[src/rtl/compressor_tree_pipe_pkg.sv]
// Shared sizing helpers for the pipelined 3:1 compressor tree.
package compressor_tree_pipe_pkg;

  // Largest term count the tree is sized for (five levels of 3:1 reduction).
  localparam int unsigned MAX_ELEMENTS = 243;

  // Number of words one level produces from n inputs: ceil(n/3).
  function automatic int unsigned level_width(input int unsigned n);
    return (n + 2) / 3;
  endfunction

  // Number of ceil-by-3 levels needed to bring n terms down to one word.
  function automatic int unsigned num_levels(input int unsigned n);
    int unsigned m;
    int unsigned l;
    m = n;
    l = 0;
    while (m > 1) begin
      m = level_width(m);
      l++;
    end
    return l;
  endfunction

  // Number of words entering level lvl when the tree starts with n terms.
  function automatic int unsigned level_inputs(input int unsigned n, input int unsigned lvl);
    int unsigned m;
    m = n;
    for (int unsigned i = 0; i < lvl; i++) begin
      m = level_width(m);
    end
    return m;
  endfunction

endpackage

[src/rtl/compressor_tree_pipe_level.sv]
// One combinational reduction level: triples in index order are compressed
// 3:1 with a carry-save step and a final add; a leftover pair is added and a
// leftover single word passes through, always landing in the last output slot.
module compressor_3_to_1_tree_level
  import compressor_tree_pipe_pkg::*;
#(
  parameter int unsigned NUM_ELEMENTS = 3,
  parameter int unsigned BIT_LEN      = 8,
  localparam int unsigned NUM_OUT     = level_width(NUM_ELEMENTS)
) (
  input  logic [BIT_LEN-1:0] in_terms  [NUM_ELEMENTS],
  output logic [BIT_LEN-1:0] out_terms [NUM_OUT]
);

  localparam int unsigned NUM_TRIPLES = NUM_ELEMENTS / 3;
  localparam int unsigned REMAINDER   = NUM_ELEMENTS % 3;

  for (genvar g = 0; g < NUM_TRIPLES; g++) begin : g_triple
    logic [BIT_LEN-1:0] a;
    logic [BIT_LEN-1:0] b;
    logic [BIT_LEN-1:0] c;
    logic [BIT_LEN-1:0] sum_bits;

    assign a        = in_terms[3*g];
    assign b        = in_terms[3*g+1];
    assign c        = in_terms[3*g+2];
    assign sum_bits = a ^ b ^ c;
    // Majority bits are the carries; shifting left drops the top carry (mod 2^BIT_LEN).
    assign out_terms[g] = sum_bits + (((a & b) | (a & c) | (b & c)) << 1);
  end

  if (REMAINDER == 2) begin : g_rem_pair
    assign out_terms[NUM_OUT-1] = in_terms[NUM_ELEMENTS-2] + in_terms[NUM_ELEMENTS-1];
  end else if (REMAINDER == 1) begin : g_rem_single
    assign out_terms[NUM_OUT-1] = in_terms[NUM_ELEMENTS-1];
  end

endmodule

[src/rtl/compressor_tree_pipe.sv]
// Pipelined multi-operand adder: NUM_LEVELS 3:1 reduction levels, each
// followed by a register stage with its own valid bit. Stalls collapse
// bubbles: a stage loads whenever it is empty or its content moves on.
module compressor_tree_pipe
  import compressor_tree_pipe_pkg::*;
#(
  parameter int unsigned NUM_ELEMENTS = 21,
  parameter int unsigned BIT_LEN      = 58,
  localparam int unsigned NUM_LEVELS  = num_levels(NUM_ELEMENTS),
  localparam int unsigned IFW         = $clog2(NUM_LEVELS + 1)
) (
  input  logic               clk,
  input  logic               rst,
  input  logic               in_valid,
  output logic               in_ready,
  input  logic [BIT_LEN-1:0] terms [NUM_ELEMENTS],
  output logic               out_valid,
  input  logic               out_ready,
  output logic [BIT_LEN-1:0] result,
  output logic [IFW-1:0]     in_flight
);

  logic [NUM_LEVELS-1:0] stage_valid;
  logic [NUM_LEVELS-1:0] stage_load;
  logic [NUM_LEVELS-1:0] stage_adv;
  logic [NUM_LEVELS-1:0] src_valid;

  // Stall control, resolved from the output end backwards so each stage sees
  // whether its successor frees up this cycle.
  always_comb begin
    stage_adv  = '0;
    stage_load = '0;
    src_valid  = '0;
    for (int unsigned j = 0; j < NUM_LEVELS; j++) begin
      if (j == 0) begin
        stage_adv[NUM_LEVELS-1-j] = stage_valid[NUM_LEVELS-1-j] & out_ready;
      end else begin
        stage_adv[NUM_LEVELS-1-j] = stage_valid[NUM_LEVELS-1-j] & stage_load[NUM_LEVELS-j];
      end
      stage_load[NUM_LEVELS-1-j] = ~stage_valid[NUM_LEVELS-1-j] | stage_adv[NUM_LEVELS-1-j];
    end
    for (int unsigned k = 0; k < NUM_LEVELS; k++) begin
      if (k == 0) begin
        src_valid[k] = in_valid;
      end else begin
        src_valid[k] = stage_valid[k-1];
      end
    end
  end

  // Stage valid bits; reset discards everything in flight immediately.
  always_ff @(posedge clk or posedge rst) begin
    if (rst) begin
      stage_valid <= '0;
    end else begin
      for (int unsigned k = 0; k < NUM_LEVELS; k++) begin
        if (stage_load[k]) begin
          stage_valid[k] <= src_valid[k];
        end
      end
    end
  end

  for (genvar k = 0; k < NUM_LEVELS; k++) begin : g_lvl
    localparam int unsigned W_IN  = level_inputs(NUM_ELEMENTS, k);
    localparam int unsigned W_OUT = level_width(W_IN);

    logic [BIT_LEN-1:0] d_in   [W_IN];
    logic [BIT_LEN-1:0] d_comb [W_OUT];
    logic [BIT_LEN-1:0] q      [W_OUT];

    if (k == 0) begin : g_src_in
      assign d_in = terms;
    end else begin : g_src_stage
      assign d_in = g_lvl[k-1].q;
    end

    compressor_3_to_1_tree_level #(
      .NUM_ELEMENTS (W_IN),
      .BIT_LEN      (BIT_LEN)
    ) u_level (
      .in_terms  (d_in),
      .out_terms (d_comb)
    );

    // Data only moves on a real transfer into this stage; no reset needed.
    always_ff @(posedge clk) begin
      if (stage_load[k] & src_valid[k]) begin
        q <= d_comb;
      end
    end
  end

  assign in_ready  = stage_load[0];
  assign out_valid = stage_valid[NUM_LEVELS-1];
  assign result    = g_lvl[NUM_LEVELS-1].q[0];

  // Occupancy count follows the valid bits directly.
  always_comb begin
    in_flight = '0;
    for (int unsigned k = 0; k < NUM_LEVELS; k++) begin
      in_flight = in_flight + IFW'(stage_valid[k]);
    end
  end

endmodule

[config.mk]
export PLATFORM = sky130hd
export DESIGN_NAME = compressor_tree_pipe
export DESIGN_NICKNAME = d
export VERILOG_FILES = /design/src/rtl/compressor_tree_pipe_pkg.sv /design/src/rtl/compressor_tree_pipe_level.sv /design/src/rtl/compressor_tree_pipe.sv
export SDC_FILE = /design/constraint.sdc
export NUM_CORES = 2
export LEC_CHECK = 0
export ABC_AREA = 1
export CAP_MARGIN = 20
export CORE_AREA = 8 8 491 493
export CTS_BUF_LIST = sky130_fd_sc_hd__clkbuf_8
export DETAILED_ROUTE_END_ITERATION = 8
export DIE_AREA = 0 0 499 501
export GPL_TIMING_DRIVEN = 1
export SYNTH_ARGS = -nofsm -noshare
export SYNTH_HDL_FRONTEND = slang
export SYNTH_SLANG_ARGS = --single-unit
[constraint.sdc]
create_clock -name clk -period 11.5 [get_ports clk]
set_clock_uncertainty 0.1 [all_clocks]
set_input_delay 2.3 -clock clk [delete_from_list [all_inputs] [get_ports clk]]
set_output_delay 2.3 -clock clk [all_outputs]
set_load 0.03 [all_outputs]
# After elaboration in Yosys (flattened, before gate mapping)
# Cells that the tools add are included.
# word_totals
ff_bits	641
inputBits	1222
output_inout_bits	62
wordCells	106
# op_classes
add_sub_neg	12
bitwise_logic	80
# ops
op	n
$and A57 B57 Y57	30
$xor A58 B58 Y58	20
$or A57 B57 Y57	20
$add A58 B58 Y58	10
$and A1 B1 Y1	4
$not A1 Y1	3
$or A1 B1 Y1	3
$add A1 B1 Y2	1
$add A2 B1 Y2	1

# Depth between registers and ports, before layout
# logic_depth
word_depth	7
depth_mapped	15
mapped_depth_nobuf	15

# Hierarchy
# A second synthesis with hierarchy kept.
# hier_totals
hier_cells	12494
area_unflattened_um2	82919.5
# modules_own_cells
module	n_inst	cells_per_inst	area_each_um2	seq_area_each_um2
compressor_3_to_1_tree_level (g_lvl[0].u_level)	1	8247	44019.7	0.0
compressor_tree_pipe	1	657	19321.0	19233.4
compressor_3_to_1_tree_level (g_lvl[1].u_level)	1	2410	13163.9	0.0
compressor_3_to_1_tree_level (g_lvl[2].u_level)	1	1180	6414.9	0.0

# Least setup slack after synthesis
# OpenSTA, ideal clock, no wires.
# synth_timing
kind	input -> register
from	in out_ready
to	reg g_lvl[0].q[0] in the netlist's numbering (enable)
setup_ns	0.754
arrival_time_ns	10.640
t_required_ns	10.646
path_slack_ns	0.007
stages	6
path_buffers	0
path_cell_list	inv_1 > nand2_1 > nor2_1 > nand2_1 > nand2_1 > inv_1
# synth_between
elab_chain_len	7
# synth_rtl
item	line	text
start: declaration	compressor_tree_pipe.sv:18	input logic out_ready,
$and A1 B1 Y1	compressor_tree_pipe.sv:36	stage_adv[NUM_LEVELS-1-j] = stage_valid[NUM_LEVELS-1-j] & out_ready;
$or A1 B1 Y1	compressor_tree_pipe.sv:40	stage_load[NUM_LEVELS-1-j] = ~stage_valid[NUM_LEVELS-1-j] | stage_adv[NUM_LEVELS-1-j];
$and A1 B1 Y1	compressor_tree_pipe.sv:38	stage_adv[NUM_LEVELS-1-j] = stage_valid[NUM_LEVELS-1-j] & stage_load[NUM_LEVELS-j];
$or A1 B1 Y1	compressor_tree_pipe.sv:40	
$and A1 B1 Y1	compressor_tree_pipe.sv:38	
$or A1 B1 Y1	compressor_tree_pipe.sv:40	
via in_ready	compressor_tree_pipe.sv:15	output logic in_ready,
$and A1 B1 Y1	compressor_tree_pipe.sv:88	if (stage_load[k] & src_valid[k]) begin
end signal: assignment	compressor_tree_pipe.sv:89	q <= d_comb;
end: declaration	compressor_tree_pipe.sv:70	logic [BIT_LEN-1:0] q [W_OUT];
# The timed path passes the listed nets, and every way through them passes these cells.
# A chain may end at the register's enable or synchronous reset.

# Worst setup path in the final report
# layout_timing
from	in out_ready
to	out in_ready
# layout_between
elab_chain_len	6
# layout_rtl
item	line
$and A1 B1 Y1	compressor_tree_pipe.sv:36
$or A1 B1 Y1	compressor_tree_pipe.sv:40
$and A1 B1 Y1	compressor_tree_pipe.sv:38
$or A1 B1 Y1	compressor_tree_pipe.sv:40
$and A1 B1 Y1	compressor_tree_pipe.sv:38
$or A1 B1 Y1	compressor_tree_pipe.sv:40
end: declaration	compressor_tree_pipe.sv:15
# No other way between the ends.

==> metrics.yaml <==
worstPathRequired_ns: 9.10
holdBufCountCts: 0
r2r-start: "g_lvl[1].q[117]"
rr_worst_depth: 12
detail-route-antenna-nets: 0
htreeDepth: 3
synth_edf_count: 638
wl_met3_um: 21700
cts_setup_buffers: 0
cp_data_arrival_time_ns: 3.73
die_width_um: 499
placed_area_mm2: 0.0992
wl_met2_um: 166000
tns_ns: 0
detail_route.iter0.violations: 6118
synth_nets: 14800
slew_headroom: 0.307
ys_ff_latch: 641
cp_slowest_cell: "clkdlybuf4s50_1"
highest_layer: "met5"
syn_to_final_growth_pct: 23.1
final_nets: 16200
cp-start-kind: "primary input"
routedWlPerCell_um: 20.4
finalHoldViolations: 0
viasPerCell: 4.65
fmaxAchievable_ghz: 0.163
cap_violations: 0
cts_sinks: 641
reg2reg_slack_ns: 8.25
cp.buffers_inverters: 3
synth_top_family_by_area: "simple AND/OR/NAND/NOR gates"
crit_path_start: "out_ready"
syn-cell-area_mm2: 0.0824
synthXorXnorAreaFrac: 0.0360
grt_pass1_vias: 76800
p_total_mw: 25.0
layout_commonest_cell: "nand2_1"
fin_crit_sh: 0.533
dp_hpwl_um: 313000
wl_met1_um: 150000
p_per_area_mw_per_mm2: 246
cp_num_cells: 6
synth-adder-area-share: 0.226
die_h_um: 501
syn_inst: 12400
clock_path_buffers: 3
vdd_drop_max_uv: 167
crit_chain: "clkdlybuf4s50_1, inv_1, nand2_1, nor2_1, nand2_1, clkdlybuf4s50_1"
stdcell_area_mm2: 0.101
final_cell_mix: "nand2_1 (5103), inv_1 (2802), clkdlybuf4s50_1 (1283)"
routed_wl_um: 346000
worstReg2RegEnd: "result[53]"
rows: 178
tightest_slew_ns: 1.04
vias: 79000
overflow: 0
yosysWarnings: 0
avgSynthCellArea_um2: 6.63
core_mm2: 0.234
die_area_mm2: 0.250
seqCellArea_mm2: 0.0192
num_io_pins: 1284
cpPeakStageDelay_ns: 0.68
cts_buffers: 111
rsz0062_at_grt: "no"
worstSetupPathType: "primary input to output port"
drt_first_pass_iters: 7
synthArstFlopShare: 0.00468
worst_skew_pair.late_latency_ns: 0.88
setup_viol: 0
grt_start_max_net_pins: 152
drc: 0
status: "completed"
min_period_ns: 6.13
ctsResizeCount: 0
final_core_util: 0.434
crit_fanout: 3
synthMuxAreaShare: 0
p_leak_nw: 53.3
cp_top_family: "buffers and inverters"
hold_class: "register to register"
cts_tree: "built"
grt_antenna_before_repair: 42
fin_hold_ws_ns: 0.313
start_util: 0.353
synth_compound_area_frac: 0.0211
grt_usage: 0.267
placement.io_buffers: 1283
ys.flop_type: "edfxtp_1"
end_kind: "output port"
yosysSeqAreaShare: 0.233
root_buffer: "clkbuf_8"
drive_above_1_share: 0.0291
gp_congestion: 0.967
grt_pass1_wl_um: 496000
clk_pin_slew_ns: 0.07
nFillCells: 25000
multi_input_area_mm2: 0.0526
endpoint: "in_ready"
slew_viol_final: 0
yosys.area_share.simple: 0.355
yosysUniqueCellTypes: 33
## layout make-up
class                           instances  area share
Inverter                             2812       0.104
Antenna cell                            9    0.000222
Tap cell                             3060      0.0377
Timing Repair Buffer                 1287       0.127
Sequential cell                       641       0.190
Multi-Input combinational cell       8970       0.519
Clock inverter                         97     0.00749
Clock buffer                          111      0.0151
## where the power goes
part | leakage, nW | switching (mW) | internal [mW] | total (mW)
clock | 1.26 | 1.06 | 1.15 | 2.21
combinational | 45.8 | 12.1 | 5.73 | 17.8
sequential | 6.24 | 0.789 | 4.18 | 4.97
## synth_stat cells, types with 3 or more instances
cell type	instances	area share
nand2_1	5103	0.23
inv_1	2780	0.13
nor2_1	912	0.042
edfxtp_1	638	0.23
fa_1	581	0.14
ha_1	560	0.085
nand3_1	534	0.032
a21oi_1	300	0.018
xor2_1	270	0.029
nand4_1	152	0.012
nor2_2	106	0.0080
and2_1	95	0.0072
nor3_1	79	0.0048
xnor2_1	69	0.0073
o21ai_0	35	0.0021
nand2_2	33	0.0025
inv_2	32	0.0015
nand3_2	22	0.0027
and3_1	19	0.0014
or2_1	19	0.0014
nand3b_1	17	0.0015
nor3_2	17	0.0021
nor3_4	17	0.0034
and2_2	13	0.0012
nor2_4	4	0.00055
o21a_1	4	0.00036
dfrtp_1	3	0.00091
## per-layer routing
| metal | vias up | global-route usage |
|---|---|---|
| li1 | 40200 | - |
| met2 | 2390 | 0.468 |
| met4 | 50 | 0.0513 |
| met3 | 323 | 0.0418 |
| met1 | 36000 | 0.350 |
| met5 | - | 0 |
## cell families after synthesis
| group | Yosys count |
|---|---|
| XOR/XNOR | 339 |
| flip-flops | 641 |
| adder cells (fa/ha/maj) | 1141 |
| buffers and inverters | 2812 |
| AO/OA/AOI/OAI | 344 |
| AND/OR/NAND/NOR | 7146 |
## per-stage QoR
step / std cells / worst slack, ns
5_1_grt: 17000 / 5.25
4_1_cts: 17000 / 5.36
6_report: 17000 / 5.37
3_5_place_dp: 16800 / 5.36
2_1_floorplan: 12400 / 0.00660
3_3_place_gp: 16800 / 5.34
## state kept, by name, summed over array words and instances (netlist names)
name         cells
result          58
g_lvl.q        580
stage_valid      3
## worst min path at each step
stage / cells past startpoint / endpoint / from
floorplan: 0 / g_lvl[1].q[0] / g_lvl[0].q[0]
global placement: 0 / g_lvl[1].q[52] / g_lvl[0].q[52]
detailed placement: 0 / g_lvl[1].q[28] / g_lvl[0].q[28]
CTS: 0 / g_lvl[1].q[0] / g_lvl[0].q[0]
global route: 0 / g_lvl[1].q[0] / g_lvl[0].q[0]
finish: 0 / g_lvl[1].q[0] / g_lvl[0].q[0]
Power figures use the tool's default switching activity.
